--- src/rtl/rudolv_csr_pkg.sv ---
// rudolv_csr_pkg: CSR addresses, modify codes and the shared UART FSM state type
package rudolv_csr_pkg;
    localparam logic [11:0] CSR_UART = 12'hbc0;
    localparam logic [11:0] CSR_LEDS = 12'hbc1;
    localparam logic [11:0] CSR_SIM  = 12'hbc2;

    localparam logic [2:0] MODIFY_NONE  = 3'd0;
    localparam logic [2:0] MODIFY_WRITE = 3'd1;
    localparam logic [2:0] MODIFY_SET   = 3'd2;
    localparam logic [2:0] MODIFY_CLEAR = 3'd3;

    typedef enum logic [1:0] {UART_IDLE, UART_START, UART_DATA, UART_STOP} uart_state_e;
endpackage

--- src/rtl/sync_fifo.sv ---
// sync_fifo: single-clock show-ahead FIFO; the extra pointer bit tells full from empty
module sync_fifo #(
    parameter int WIDTH     = 8,
    parameter int DEPTH_LOG = 3
) (
    input  logic             clk,
    input  logic             rst,
    input  logic             push_i,
    input  logic [WIDTH-1:0] wdata_i,
    input  logic             pop_i,
    output logic [WIDTH-1:0] rdata_o,
    output logic             full_o,
    output logic             empty_o
);
    localparam logic [DEPTH_LOG:0] ONE = 1;

    logic [WIDTH-1:0] mem_q [2**DEPTH_LOG];
    logic [DEPTH_LOG:0] wr_q, rd_q;
    logic do_push, do_pop;

    assign empty_o = wr_q == rd_q;
    assign full_o  = wr_q == {~rd_q[DEPTH_LOG], rd_q[DEPTH_LOG-1:0]};
    assign rdata_o = mem_q[rd_q[DEPTH_LOG-1:0]];
    assign do_pop  = pop_i && !empty_o;
    // a pop in the same cycle frees the slot, so a push into a full FIFO is still allowed
    assign do_push = push_i && (!full_o || do_pop);

    always_ff @(posedge clk or posedge rst) begin
        if (rst) begin
            wr_q <= '0;
            rd_q <= '0;
        end else begin
            wr_q <= do_push ? wr_q + ONE : wr_q;
            rd_q <= do_pop ? rd_q + ONE : rd_q;
        end
    end

    always_ff @(posedge clk) begin
        if (do_push) mem_q[wr_q[DEPTH_LOG-1:0]] <= wdata_i;
    end
endmodule

--- src/rtl/csr_uart.sv ---
// csr_uart: CSR-mapped 8N1 UART; TX bytes queue in a FIFO, RX keeps one byte the core polls
module csr_uart
    import rudolv_csr_pkg::*;
#(
    parameter int          CLOCK_RATE   = 24_000_000,
    parameter int          BAUD_RATE    = 115_200,
    parameter int          TX_DEPTH_LOG = 3,
    parameter logic [11:0] CSR_ADDR     = CSR_UART
) (
    input  logic        clk,
    input  logic        rst,
    input  logic        csr_read,
    input  logic [2:0]  csr_modify,
    input  logic [31:0] csr_wdata,
    input  logic [11:0] csr_addr,
    output logic [31:0] csr_rdata,
    output logic        csr_valid,
    input  logic        uart_rx,
    output logic        uart_tx
);
    localparam int DIV = CLOCK_RATE / BAUD_RATE;
    localparam int CW  = $clog2(DIV) + 1;
    localparam logic [CW-1:0] RELOAD = CW'(DIV - 1);
    localparam logic [CW-1:0] HALF   = CW'(DIV / 2 - 1);
    localparam logic [CW-1:0] DEC    = CW'(1);

    logic        hit, wr, rd, push, accept, clr, tx_full, fifo_empty, tx_pop, unused_wdata;
    logic [7:0]  fifo_rdata;
    logic [31:0] status;

    uart_state_e tx_state_q, tx_state_d, rx_state_q, rx_state_d;
    logic [CW-1:0] tx_cnt_q, tx_cnt_d, rx_cnt_q, rx_cnt_d;
    logic [2:0]  tx_bit_q, tx_bit_d, rx_bit_q, rx_bit_d;
    logic [7:0]  tx_sh_q, tx_sh_d, rx_sh_q, rx_sh_d;
    logic [1:0]  rx_sync_q;
    logic        rx_prev_q, rx_s, rx_done, rx_good, rx_keep;
    logic        rx_valid_q, rx_valid_d, overrun_q, overrun_d, ferr_q, ferr_d;
    logic [7:0]  rx_byte_q, rx_byte_d;

    assign hit    = csr_addr == CSR_ADDR;
    assign wr     = hit && csr_modify == MODIFY_WRITE;
    assign rd     = hit && csr_read;
    assign push   = wr && !tx_full;
    // a write into a full FIFO stalls the whole access, including a paired read
    assign accept = push || (rd && !wr);
    assign clr    = accept && rd;
    assign status = {20'b0, tx_full, ferr_q, overrun_q, rx_valid_q, rx_valid_q ? rx_byte_q : 8'h00};
    assign unused_wdata = ^csr_wdata[31:8];

    always_ff @(posedge clk or posedge rst) begin
        if (rst) begin
            csr_valid <= 1'b0;
            csr_rdata <= '0;
        end else begin
            csr_valid <= accept;
            csr_rdata <= clr ? status : '0;
        end
    end

    sync_fifo #(.WIDTH(8), .DEPTH_LOG(TX_DEPTH_LOG)) u_tx_fifo (
        .clk     (clk),
        .rst     (rst),
        .push_i  (push),
        .wdata_i (csr_wdata[7:0]),
        .pop_i   (tx_pop),
        .rdata_o (fifo_rdata),
        .full_o  (tx_full),
        .empty_o (fifo_empty)
    );

    always_ff @(posedge clk or posedge rst) begin
        if (rst) begin
            tx_state_q <= UART_IDLE;
            tx_cnt_q   <= '0;
            tx_bit_q   <= '0;
            tx_sh_q    <= '0;
        end else begin
            tx_state_q <= tx_state_d;
            tx_cnt_q   <= tx_cnt_d;
            tx_bit_q   <= tx_bit_d;
            tx_sh_q    <= tx_sh_d;
        end
    end

    always_comb begin
        tx_state_d = tx_state_q;
        tx_cnt_d   = tx_state_q == UART_IDLE ? tx_cnt_q : tx_cnt_q - DEC;
        tx_bit_d   = tx_bit_q;
        tx_sh_d    = tx_sh_q;
        case (tx_state_q)
            UART_IDLE: ;
            UART_START: if (tx_cnt_q == 0) begin
                tx_state_d = UART_DATA;
                tx_cnt_d   = RELOAD;
                tx_bit_d   = '0;
            end
            UART_DATA: if (tx_cnt_q == 0) begin
                tx_state_d = tx_bit_q == 3'd7 ? UART_STOP : UART_DATA;
                tx_cnt_d   = RELOAD;
                tx_bit_d   = tx_bit_q + 3'd1;
                tx_sh_d    = tx_sh_q >> 1;
            end
            UART_STOP: if (tx_cnt_q == 0) tx_state_d = UART_IDLE;
        endcase
        // a pop (from IDLE or the end of STOP) chains straight into START with no idle gap
        if (tx_pop) begin
            tx_state_d = UART_START;
            tx_cnt_d   = RELOAD;
            tx_sh_d    = fifo_rdata;
        end
    end

    always_comb begin
        tx_pop  = !fifo_empty && (tx_state_q == UART_IDLE || (tx_state_q == UART_STOP && tx_cnt_q == 0));
        uart_tx = tx_state_q == UART_START ? 1'b0 : tx_state_q == UART_DATA ? tx_sh_q[0] : 1'b1;
    end

    assign rx_s = rx_sync_q[1];

    always_ff @(posedge clk or posedge rst) begin
        if (rst) begin
            rx_sync_q  <= 2'b11;
            rx_prev_q  <= 1'b1;
            rx_state_q <= UART_IDLE;
            rx_cnt_q   <= '0;
            rx_bit_q   <= '0;
            rx_sh_q    <= '0;
            rx_valid_q <= 1'b0;
            overrun_q  <= 1'b0;
            ferr_q     <= 1'b0;
            rx_byte_q  <= '0;
        end else begin
            rx_sync_q  <= {rx_sync_q[0], uart_rx};
            rx_prev_q  <= rx_s;
            rx_state_q <= rx_state_d;
            rx_cnt_q   <= rx_cnt_d;
            rx_bit_q   <= rx_bit_d;
            rx_sh_q    <= rx_sh_d;
            rx_valid_q <= rx_valid_d;
            overrun_q  <= overrun_d;
            ferr_q     <= ferr_d;
            rx_byte_q  <= rx_byte_d;
        end
    end

    always_comb begin
        rx_state_d = rx_state_q;
        rx_cnt_d   = rx_state_q == UART_IDLE ? rx_cnt_q : rx_cnt_q - DEC;
        rx_bit_d   = rx_bit_q;
        rx_sh_d    = rx_sh_q;
        case (rx_state_q)
            UART_IDLE: if (rx_prev_q && !rx_s) begin
                rx_state_d = UART_START;
                rx_cnt_d   = HALF;
            end
            UART_START: if (rx_cnt_q == 0) begin
                rx_state_d = rx_s ? UART_IDLE : UART_DATA;
                rx_cnt_d   = RELOAD;
                rx_bit_d   = '0;
            end
            UART_DATA: if (rx_cnt_q == 0) begin
                rx_state_d = rx_bit_q == 3'd7 ? UART_STOP : UART_DATA;
                rx_cnt_d   = RELOAD;
                rx_bit_d   = rx_bit_q + 3'd1;
                rx_sh_d    = {rx_s, rx_sh_q[7:1]};
            end
            UART_STOP: if (rx_cnt_q == 0) rx_state_d = UART_IDLE;
        endcase
    end

    // a clearing read is applied before a completing frame, so the new byte loads cleanly
    always_comb begin
        rx_done    = rx_state_q == UART_STOP && rx_cnt_q == 0;
        rx_good    = rx_done && rx_s;
        rx_keep    = rx_valid_q && !clr;
        rx_valid_d = rx_keep || rx_good;
        rx_byte_d  = rx_good && !rx_keep ? rx_sh_q : rx_byte_q;
        overrun_d  = (overrun_q && !clr) || (rx_good && rx_keep);
        ferr_d     = (ferr_q && !clr) || (rx_done && !rx_s);
    end
endmodule

--- config.mk ---
export PLATFORM = sky130hd
export DESIGN_NAME = csr_uart
export DESIGN_NICKNAME = d
export VERILOG_FILES = /design/src/rtl/rudolv_csr_pkg.sv /design/src/rtl/sync_fifo.sv /design/src/rtl/csr_uart.sv
export SDC_FILE = /design/constraint.sdc
export NUM_CORES = 1
export LEC_CHECK = 0
export CAP_MARGIN = 20
export CELL_PAD_IN_SITES_DETAIL_PLACEMENT = 1
export CELL_PAD_IN_SITES_GLOBAL_PLACEMENT = 1
export CORE_ASPECT_RATIO = 0.75
export CORE_MARGIN = 1
export CORE_UTILIZATION = 31
export DETAILED_ROUTE_END_ITERATION = 7
export GPL_ROUTABILITY_DRIVEN = 0
export PLACE_DENSITY = 0.7
export SYNTH_ARGS = -nofsm -noshare
export SYNTH_HDL_FRONTEND = slang
export SYNTH_SLANG_ARGS = --single-unit
export TNS_END_PERCENT = 5
--- constraint.sdc ---
create_clock -name clk -period 4.7 [get_ports clk]
set_input_delay 0.94 -clock clk [delete_from_list [all_inputs] [get_ports clk]]
set_output_delay 0.94 -clock clk [all_outputs]
set_load 0.01 [all_outputs]
==> results.cfg <==
[run_status]
status = complete, no violations

[die]
io_pins = 85
die_w_um = 169
std_cell_rows = 45
start_util_pct = 31.9
die_area_um2 = 21600
die_h_um = 127
core_area_um2 = 20400

[drt]
met2_length_um = 6530
drt_iter0_drc = 222
drt-pass1-iter-count = 4
wl_per_cell_um = 16.6
via_per_inst = 4.71
top_layer_used = met4
route.detailed.drc = 0
wl_met1_um = 6020
ant_nets = 0
num_vias = 3726
routed_wl_um = 13100
met3_length_um = 371

[timing]
worst_pin_slew_ps = 923
post-route-period-util_pct = 67.6
fin_ws_ps = 1520
grt_setup_unrepaired = no
relSlewSlack_pct = 38.2
final_max_slew_viol_count = 0
timing_hold_violations_final = 0
skew_ps = 7.91
setup_tns_ps = 0
holdWs_ps = 357
finalSetupViolCount = 0
period_needed_ps = 3180
fmax_ghz = 0.315

[clock_tree]
cts_setup_buffers = 0
clock_sink_count = 143
cts_resized = 0
clk_latency_ps = 420
clk_path_buf_depth = 2
ctsRootBufferMaster = clkbuf_16
numCtsBuffers = 17
hold_buffers = 0
cts-htree-levels = 4
clkTransAtPathRegs_ps = 70
cts_tree = built

[global_routing]
grt_pass1_vias = 4168
grt_max_degree = 57
antenna_found_initial = 0
grt_overflow = 0
grt_pass1_wl_um = 22000
grt_usage_pct = 13.4

[critical_path]
arrival_ps = 3220
required_ps = 4740
start_kind = primary input
path_class = in -> reg
worstPathMaxFanout = 8
critPathCaptureType = flop
cp_slowest_cell = nor2_1
path_delay_family = simple AND/OR/NAND/NOR gates
path_buf_inv = 1
crit_chain = clkdlybuf4s50_1 -> nor3b_1 -> and4_1 -> nand3b_1 -> nor2_1
r2r_cells = 7
crit_cells = 5
critPathMaxStageDelay_ps = 750

[placed_design]
io_buffers = 40
dpl-instance-area_um2 = 7140
place_ws_ps = 978
hpwl_um = 8970

[synth]
synth_area_leaders = edfxtp_1 (30%), dfrtp_1 (29%), mux4_2 (4.9%), mux2i_1 (4.0%), ha_1 (3.5%)
yosysTopAreaCellShare_pct = 29.6
yosysTopAreaCell = edfxtp_1
synthFlopType = dfrtp_1
async_flop_share_pct = 55.2
synthCells = 447
synth_edf_count = 64
yosysWarnings = 0
syn_avg_cell_area_um2 = 14.5
synth.distinct_cells = 64
ys_seq_elements = 143
syn_area_um2 = 6500
ys_seq_area_share_pct = 60.0

[layout]
stdcell_area_um2 = 7780
syn_to_final_growth_pct = 19.7
nets = 565
n_antenna_cell = 0
drive_gt1_share_pct = 16.1

[worst_hold_path]
whs_path_depth = 0
hold_path_class = reg -> reg

[pwr]
powerDensity_nw_per_um2 = 537
p_leak_uw = 0.00316
ir_worst_vdd_v = 0.000246

[flow_run]
maxCapViolCount = 0
layout by cell type, fill, tap and decap left out, types with 8 or more instances in the layout:
cell type        count
dfrtp_1             76
edfxtp_1            64
clkdlybuf4s50_1     40
mux2i_1             26
nor2_1              23
conb_1              20
ha_1                18
clkbuf_16           17
nand2_1             15
inv_1               14
mux4_2              14
and2_1              12
xnor2_1             11
mux2_2              11
nor3_1              10
xor2_1               9
a211o_1              9
mux2_4               8
o21ai_0              8
state kept, by name, indices dropped and copies added (netlist names), 2 cells and up, named ones only:
| name | flops |
|---|---|
| tx_sh_q | 8 |
| u_tx_fifo.mem_q | 64 |
| tx_bit_q | 3 |
| rx_cnt_q | 9 |
| u_tx_fifo.wr_q | 4 |
| rx_byte_q | 8 |
| u_tx_fifo.rd_q | 4 |
| rx_sh_q | 8 |
| rx_bit_q | 3 |
| tx_state_q | 2 |
| csr_rdata | 12 |
| rx_sync_q | 2 |
| tx_cnt_q | 9 |
per-layer routing:
| layer | global-route usage, % | vias to the layer above |
|---|---|---|
| li1 | - | 1735 |
| met2 | 22.6 | 61 |
| met1 | 16.8 | 1915 |
| met3 | 2.73 | 15 |
| met4 | 5.25 | 0 |
| met5 | 0 | - |
cell usage after synthesis (4+ instances only):
cell type	number
o21ai_0	8
dfrtp_1	76
mux2_4	8
a211o_1	9
mux2i_1	26
nand2_1	15
edfxtp_1	64
mux4_2	14
nor2_1	23
ha_1	18
nand4_1	5
buf_2	6
a211oi_1	4
clkbuf_1	7
nand3_1	5
mux2_2	11
and2_1	12
xor2_1	9
nand2b_1	5
xnor2_1	11
nor3b_1	4
nor3_1	10
buf_4	21
inv_1	15
nor2b_1	4
report_power, final:
part | switching [uW] | internal (uW) | total (uW)
sequential | 187 | 1450 | 1640
clock | 566 | 857 | 1420
combinational | 585 | 537 | 1120
worst reg2reg max path: stages, from the launching register on:
cell and delay (ps):
dfrtp_1 400, inv_1 70, ha_1 170, nor4b_2 500, a31oi_1 250, nor2_1 740, buf_4 350, mux2_2 350
final cells by class:
type	instances	area [um2]
fillers	2094	12600
repair buffers	46	458
flip-flops and latches	143	3900
well taps	282	353
inverters	15	57.6
clock buffers	18	429
multi-input cells	273	2390
clock inverters	14	196
through the flow:
stage | cells | power [uW] | util (%)
final | 791 | 4180 | 38.2
after global placement | 758 | 2710 | 35.0
after CTS | 790 | 4240 | 38.1
after detailed placement | 758 | 2800 | 35.0
after floorplan | 466 | 2500 | -
after global routing | 791 | 4420 | 38.2
final timing paths:
kind / end / slack (ps) / start
worst min-delay path: rx_sync_q[1]$_DFF_PP1_ / 360 / rx_sync_q[0]$_DFF_PP1_
min in group asynchronous: csr_rdata[7]$_DFF_PP0_ / 850 / rst
worst min register to register: rx_sync_q[1]$_DFF_PP1_ / 360 / rx_sync_q[0]$_DFF_PP1_
max in group asynchronous: rx_prev_q$_DFF_PP1_ / 3110 / rst
worst max register to register: u_tx_fifo.rd_q[1]$_DFFE_PP0P_ / 1760 / tx_cnt_q[0]$_DFF_PP0_
worst max-delay path: u_tx_fifo.mem_q[4][6]$_DFFE_PP_ / 1520 / csr_modify[0]
logic make-up after synthesis:
logic type | count (synthesis) | synth area share (%)
xor+xnor | 20 | 2.69
flops | 143 | 60.0
simple gates | 106 | 10.0
fa+ha+maj | 18 | 3.46
compound gates | 48 | 5.97
mux | 61 | 13.4
other cells | 1 | 0.0577
buf+inv | 50 | 4.33
Note: power is estimated with default switching activity, not from simulation.
